File: src/rtl/imem_loader_ctrl.sv
// Instruction-memory loader: owns the imem write port, assembles big-endian words from a
// byte-serial host link and stalls the core during a load. Optional checksum: IMEM_LOADER_CHECKSUM_EN.
module imem_loader_ctrl #(
  parameter int DEPTH = 32,
  parameter int AW    = 5
) (
  input  logic          clk,
  input  logic          rst,
  input  logic          start,
  input  logic [AW:0]   load_len,
  input  logic          byte_valid,
  input  logic [7:0]    byte_data,
  output logic          byte_ready,
  input  logic [31:0]   pc_out,
  output logic [AW-1:0] mem_addr,
  output logic          mem_we,
  output logic [31:0]   mem_wdata,
  output logic          cpu_stall,
  output logic          pc_clear,
  output logic          busy,
  output logic [AW:0]   words_loaded
`ifdef IMEM_LOADER_CHECKSUM_EN
  ,
  output logic          csum_err
`endif
);

  // Byte handshake: a byte moves on a rising edge where byte_valid and byte_ready are both high.
  // byte_ready is high only while the loader is collecting bytes, so it drops in WRITE/DONE.
`ifdef IMEM_LOADER_CHECKSUM_EN
  typedef enum logic [2:0] {
    S_IDLE  = 3'd0,
    S_RECV  = 3'd1,
    S_WRITE = 3'd2,
    S_DONE  = 3'd3,
    S_CSUM  = 3'd4
  } state_t;
`else
  typedef enum logic [2:0] {
    S_IDLE  = 3'd0,
    S_RECV  = 3'd1,
    S_WRITE = 3'd2,
    S_DONE  = 3'd3
  } state_t;
`endif

  localparam logic [AW:0] DEPTH_W = (AW + 1)'(DEPTH);
  localparam logic [AW:0] ONE_W   = (AW + 1)'(1);

  state_t        state;
  state_t        state_next;
  logic [AW:0]   len_q;
  logic [1:0]    byte_idx;
  logic [AW-1:0] waddr;
  logic [AW-1:0] waddr_next;
  logic [31:0]   word_q;
  logic          start_ok;
  logic          fire;
  logic          last_word;
  logic          unused_pc;

`ifdef IMEM_LOADER_CHECKSUM_EN
  logic [31:0]   sum_q;
  logic          hold_q;
`endif

  assign unused_pc  = ^{pc_out[31:AW+2], pc_out[1:0]};
  assign start_ok   = start && (load_len != '0) && (load_len <= DEPTH_W);
  assign fire       = byte_valid && byte_ready;
  assign last_word  = (words_loaded + ONE_W) == len_q;
  assign waddr_next = (waddr == AW'(DEPTH - 1)) ? '0 : waddr + AW'(1);
  assign mem_wdata  = word_q;

  always_ff @(posedge clk or posedge rst) begin
    if (rst) state <= S_IDLE;
    else     state <= state_next;
  end

  always_comb begin
    state_next = state;
    byte_ready = 1'b0;
    mem_we     = 1'b0;
    pc_clear   = 1'b0;
    busy       = (state != S_IDLE);
    mem_addr   = waddr;
`ifdef IMEM_LOADER_CHECKSUM_EN
    cpu_stall  = (state != S_IDLE) || hold_q;
`else
    cpu_stall  = (state != S_IDLE);
`endif
    case (state)
      S_IDLE: begin
        // Fetch path owns the port: zero added latency on instruction reads.
        mem_addr = pc_out[AW+1:2];
        if (start_ok) state_next = S_RECV;
      end
      S_RECV: begin
        byte_ready = 1'b1;
        if (byte_valid && byte_idx == 2'd3) state_next = S_WRITE;
      end
      S_WRITE: begin
        mem_we = 1'b1;
        if (last_word) begin
`ifdef IMEM_LOADER_CHECKSUM_EN
          state_next = S_CSUM;
`else
          state_next = S_DONE;
`endif
        end else begin
          state_next = S_RECV;
        end
      end
`ifdef IMEM_LOADER_CHECKSUM_EN
      S_CSUM: begin
        byte_ready = 1'b1;
        if (byte_valid && byte_idx == 2'd3) state_next = S_DONE;
      end
`endif
      S_DONE: begin
        pc_clear   = 1'b1;
        state_next = S_IDLE;
      end
      default: state_next = S_IDLE;
    endcase
  end

  always_ff @(posedge clk or posedge rst) begin
    if (rst) begin
      len_q        <= '0;
      words_loaded <= '0;
      byte_idx     <= '0;
      waddr        <= '0;
      word_q       <= '0;
`ifdef IMEM_LOADER_CHECKSUM_EN
      sum_q        <= '0;
      hold_q       <= 1'b0;
      csum_err     <= 1'b0;
`endif
    end else begin
      // byte_idx wraps 3 -> 0 on the 4th byte, so it is already clear for the next word.
      if (fire) begin
        word_q   <= {word_q[23:0], byte_data};
        byte_idx <= byte_idx + 2'd1;
      end
      case (state)
        S_IDLE: begin
          if (start_ok) begin
            len_q        <= load_len;
            words_loaded <= '0;
            byte_idx     <= '0;
            waddr        <= '0;
`ifdef IMEM_LOADER_CHECKSUM_EN
            sum_q        <= '0;
            hold_q       <= 1'b0;
            csum_err     <= 1'b0;
`endif
          end
        end
        S_WRITE: begin
          waddr        <= waddr_next;
          words_loaded <= words_loaded + ONE_W;
          byte_idx     <= '0;
`ifdef IMEM_LOADER_CHECKSUM_EN
          sum_q        <= sum_q + word_q;
`endif
        end
`ifdef IMEM_LOADER_CHECKSUM_EN
        S_DONE: begin
          // word_q now holds the received checksum.
          csum_err <= (sum_q != word_q);
          hold_q   <= (sum_q != word_q);
        end
`endif
        default: ;
      endcase
    end
  end

endmodule
File: config.mk
export PLATFORM = sky130hd
export DESIGN_NAME = imem_loader_ctrl
export DESIGN_NICKNAME = d
export VERILOG_FILES = /design/src/rtl/imem_loader_ctrl.sv
export SDC_FILE = /design/constraint.sdc
export NUM_CORES = 1
export LEC_CHECK = 0
export ABC_CLOCK_PERIOD_IN_PS = 4100
export BUFFER_PORTS_ARGS = -buffer_cell sky130_fd_sc_hd__buf_2
export CORE_AREA = 2 2 72 74
export CTS_CLUSTER_DIAMETER = 200
export DETAILED_ROUTE_END_ITERATION = 8
export DIE_AREA = 0 0 74 76
export GPL_ROUTABILITY_DRIVEN = 0
export HOLD_SLACK_MARGIN = 0.08
export PLACE_DENSITY = 0.86
export SYNTH_ARGS = -nofsm -noshare
export SYNTH_HDL_FRONTEND = slang
export SYNTH_SLANG_ARGS = --single-unit
File: constraint.sdc
create_clock -name clk -period 4.1 [get_ports clk]
set_clock_uncertainty 0.05 [all_clocks]
set_input_delay 0 -clock clk [delete_from_list [all_inputs] [get_ports clk]]
set_output_delay 0 -clock clk [all_outputs]
set_load 0.01 [all_outputs]
Word-level counts from Yosys, hierarchy flattened
Index checks and enable logic that the tools add are counted.
{ "classes": {"add_sub_neg": 3, "multipliers": 0, "div_mod_pow": 0, "n_lt_le_gt_ge": 1, "n_eq_ne": 8, "shift": 0, "muxes": 16, "bitwise_logic": 0, "n_reduce_logical": 11} }
{ "op_table": {"columns": ["op", "count"], "rows": [
  ["$mux W5", 3],
  ["$pmux W6 S2", 1],
  ["$pmux W5 S2", 1],
  ["$pmux W3 S3", 1],
  ["$add A6 B1 Y6 const B", 1],
  ["$eq A3 B2 Y1 const B", 2],
  ["$eq A6 B6 Y1", 1],
  ["$le A6 B6 Y1 const B", 1],
  ["$mux W2", 3],
  ["$mux W3", 2],
  ["$mux W6", 1],
  ["$reduce_and A2 Y1", 3],
  ["$reduce_bool A6 Y1", 1],
  ["$add A5 B1 Y5 const B", 1],
  ["$eq A5 B5 Y1 const B", 1],
  ["$logic_and A1 B1 Y1", 4],
  ["$ne A2 B2 Y1 const B", 2],
  ["$pmux W2 S2", 1],
  ["$eq A3 B1 Y1 const B", 1],
  ["$logic_not A3 Y1", 1],
  ["$mux W1", 3],
  ["$reduce_bool A3 Y1", 1],
  ["$add A2 B1 Y2 const B", 1],
  ["$eq A2 B2 Y1 const B", 1],
  ["$reduce_bool A2 Y1", 1]
]} }
{ "word_totals": {"ff_bits": 54, "latch_bits": 0, "ramBits": 0, "mem_bits_ro": 0, "in_bits": 50, "output_inout_bits": 48, "wordCells": 45, "n_memories": 0} }

Longest topological paths before layout
{ "depth": {"ltp_word": 6, "depth_mapped": 7, "ltp_nobuf": 7} }

Worst setup path before layout
No wires, ideal clock.
{ "synth_path": {"kind": "reg2reg", "from": "register state[0]", "to": "register len_q[0]", "setup_time_ps": 125, "t_arrival_ps": 1780, "required_ps": 3925, "path_slack_ps": 2145, "stages_incl_launch_ff": 6, "n_path_buf": 1, "synth_period_minus_slack_ps": 1955, "cell_sequence": "dfrtp_1 clkbuf_1 nor2_2 inv_1 nor4_4 mux2_2"} }
{ "synth_between": {"elab_chain_cells": 2} }
{ "synth_lines": {"columns": ["element", "line", "rtl"], "rows": [
  ["start, declared", "50", "state_t state;"],
  ["start signal, assigned", "76", "else state <= state_next;"],
  ["$logic_not A3 Y1", "145", "case (state)"],
  ["$reduce_and A2 Y1 (no line)", null, null],
  ["end signal, assigned", "148", "len_q <= load_len;"],
  ["end, declared", "52", "logic [AW:0] len_q;"]
]} }
Every way passes these cells.
A chain may end at the register's enable or synchronous reset.

Worst setup path after layout
Same ends and word-level chain as after synthesis.

==> impl_metrics.json <==
{
  "outcome": "complete, no violations",
  "clock_path_buffers": 2,
  "period_share": 0.551,
  "grt_pass1_vias": 1804,
  "drt_pass1_iterations": 4,
  "relSlewSlack": 0.266,
  "core-area_sq_mm": 0.00491,
  "drc": 0,
  "worstPathRequired_ns": 4.25,
  "fill_cells": 397,
  "root_buffer": "clkbuf_8",
  "grt_overflow": 0,
  "reg2reg_from": "state[0]$_DFFE_PP0P_",
  "die_area_sq_mm": 0.00562,
  "numCtsBuffers": 5,
  "syn-instance-count": 199,
  "reg2reg_to": "len_q[0]$_DFFE_PP0P_",
  "synth.top_cell.area_share": 0.546,
  "diodes": 0,
  "total_power_w": 0.00207,
  "path_clk_slew_ns": 0.10,
  "grt_first_pass_wirelength_mm": 8.45,
  "slew_viol_final": 0,
  "r2r_cells": 4,
  "min_to": "mem_addr[1]",
  "synth_area_leader_cell": "dfrtp_1",
  "critPathArrivalTime_ns": 2.41,
  "hp-class": "in -> out",
  "synth-main-ff-cell": "dfrtp_1",
  "numPortBuffers": 70,
  "syn_to_final_growth_pct": 27.7,
  "peakVddDrop_mv": 0.304,
  "ys_seq_area_frac": 0.546,
  "max_freq_mhz": 443,
  "hold_violations": 0,
  "start_kind": "register",
  "grt_max_degree": 54,
  "cp_num_buf_inv": 1,
  "async_flop_share": 1.00,
  "place_ws_ns": 1.84,
  "cap_violations": 0,
  "drtIter0Drc": 99,
  "ant_nets": 0,
  "drive_above_1_share": 0.443,
  "initial_core_util": 0.495,
  "synth_edf_count": 0,
  "io_pins": 98,
  "htree_levels": 2,
  "syn_avg_cell_area_sq_um": 12.2,
  "die_w_um": 74,
  "max_stage_delay_ns": 0.60,
  "r2r_slack_ns": 1.84,
  "clock_latency_ns": 0.30,
  "cp_slowest_cell": "nor4_4",
  "cp_cell_sequence": "nor2_2, inv_1, nor4_4, mux2_2",
  "crit_family": "simple AND/OR/NAND/NOR gates",
  "cts_setup_buffers": 0,
  "power.leakage_nw": 1.47,
  "cts_sinks": 53,
  "setup.worst_path.end_class": "register",
  "finalCriticalPeriod_ns": 2.26,
  "utilization": 0.631,
  "grt_use_total": 0.194,
  "wl_per_cell_um": 14.4,
  "min_from": "pc_out[3]",
  "syn_nets": 253,
  "dieHeight_um": 76,
  "antenna_found_initial": 0,
  "worstSetupPathType": "reg -> reg",
  "num_vias": 1849,
  "post_drt_via_cell_ratio": 5.18,
  "power_density_mw_per_mm2": 667,
  "tritoncts": "yes",
  "fp-row-count": 26,
  "setup_viol": 0,
  "wl_mm": 5.13,
  "layout.nets": 340,
  "path_max_fanout": 11,
  "syn_area_sq_mm": 0.00243,
  "hold_depth": 3,
  "ys_seq_elements": 53,
  "dpl.hpwl_mm": 3.59,
  "rsz0062_at_grt": "no",
  "tightest_slew_ns": 1.10,
  "ys_warn_count": 0,
  "synthDistinctLibCells": 37,
  "synthTopCellsByArea": "dfrtp_1 (55%), mux2_2 (19%), o21ai_0 (2.5%)",
  "fin_tns_setup_ns": 0,
  "setup_ws_ns": 1.84
}
[registers in the layout, summed over array words and instances (netlist names)]
signal and flops:
waddr 5, state 2, len_q 6, mem_wdata 32, words_loaded 6, byte_idx 2
[metal layers]
layer / part of all wire / global-route usage / vias up
li1: - / - / 881
met1: 0.43 / 0.234 / 917
met2: 0.52 / 0.338 / 41
met3: 0.033 / 0.0344 / 10
met4: 0.020 / 0.0709 / 0
met5: 0 / 0 / -
[final cells by class]
class                   instances  area [sq um]  area share
clock buffers                   5          68.8      0.0222
clock inverters                 3          21.3     0.00686
inverters                       7          26.3     0.00847
multi-input cells             131          1040       0.336
flip-flops and latches         53          1330       0.428
well taps                      70          87.6      0.0282
repair buffers                 88           528       0.170
[how the worst max path moves through the flow]
stage / from / to / slack (ns) / cells after the start
6_report: state[0]$_DFFE_PP0P_ / len_q[0]$_DFFE_PP0P_ / 1.84 / 4
5_1_grt: state[0]$_DFFE_PP0P_ / len_q[0]$_DFFE_PP0P_ / 1.67 / 4
4_1_cts: state[0]$_DFFE_PP0P_ / len_q[0]$_DFFE_PP0P_ / 1.83 / 4
3_5_place_dp: state[0]$_DFFE_PP0P_ / len_q[0]$_DFFE_PP0P_ / 1.84 / 4
3_3_place_gp: state[0]$_DFFE_PP0P_ / len_q[4]$_DFFE_PP0P_ / 1.90 / 4
2_1_floorplan: state[0]$_DFFE_PP0P_ / len_q[0]$_DFFE_PP0P_ / 2.15 / 5
[layout by cell type, fill, tap and decap left out, types with 2 or more instances in the layout]
cell type	n
or3_1	2
mux2i_1	2
a31oi_1	2
o31ai_1	5
nor3_1	3
a21oi_1	4
o21ai_0	12
nand2_1	16
a22o_1	2
clkbuf_8	5
ha_1	4
nor2_1	9
buf_2	70
inv_1	5
dlygate4sd3_1	17
xor2_1	5
dfrtp_1	53
xnor2_1	2
nand2b_1	2
nand3_1	4
mux2_2	42
[synthesized netlist by cell type, types with 2 or more instances]
library cell and count:
inv_1 6, buf_1 3, ha_1 4, mux2i_1 2, nor2_1 9, a21oi_1 4
o21ai_0 12, a31oi_1 2, a22o_1 2, xor2_1 5, o31ai_1 5, nand3_1 4
nand2_1 16, clkbuf_1 4, nand2b_1 2, xnor2_1 2, nor3_1 3, or3_1 2
dfrtp_1 53, mux2_2 42
[worst register-to-register path, cell delays in order (launching register included)]
cell and delay, ns:
dfrtp_1 0.52, nor2_2 0.39, inv_1 0.17, nor4_4 0.61
mux2_2 0.41
[logic make-up after synthesis]
| logic type | share of synthesized area |
|---|---|
| buffers and inverters | 0.0247 |
| adder cells (fa/ha/maj) | 0.0206 |
| XOR/XNOR | 0.0252 |
| AND/OR/NAND/NOR | 0.0937 |
| flip-flops | 0.546 |
| AO/OA/AOI/OAI | 0.0870 |
| multiplexers | 0.203 |
[power by group]
| part | internal [W] | switching (W) |
|---|---|---|
| registers | 0.000746 | 0.000173 |
| clock network | 0.000122 | 0.000176 |
| logic | 0.000444 | 0.000407 |
[repair_timing]
| action | CTS | global route |
|---|---|---|
| hold endpoints to repair | 70 | 0 |
| resized for setup | 0 | 0 |
| hold buffers | 17 | 0 |
[metrics by stage]
stage               std cells  hold WS (ns)  instance area, sq um
detailed placement        332         0.187                  2840
floorplan                 199        0.0668                  2430
CTS                       357         0.265                  3100
global placement          332         0.182                  2840
global route              357         0.280                  3100
finish                    357         0.264                  3100
Note: power is estimated with default switching activity, not from simulation.
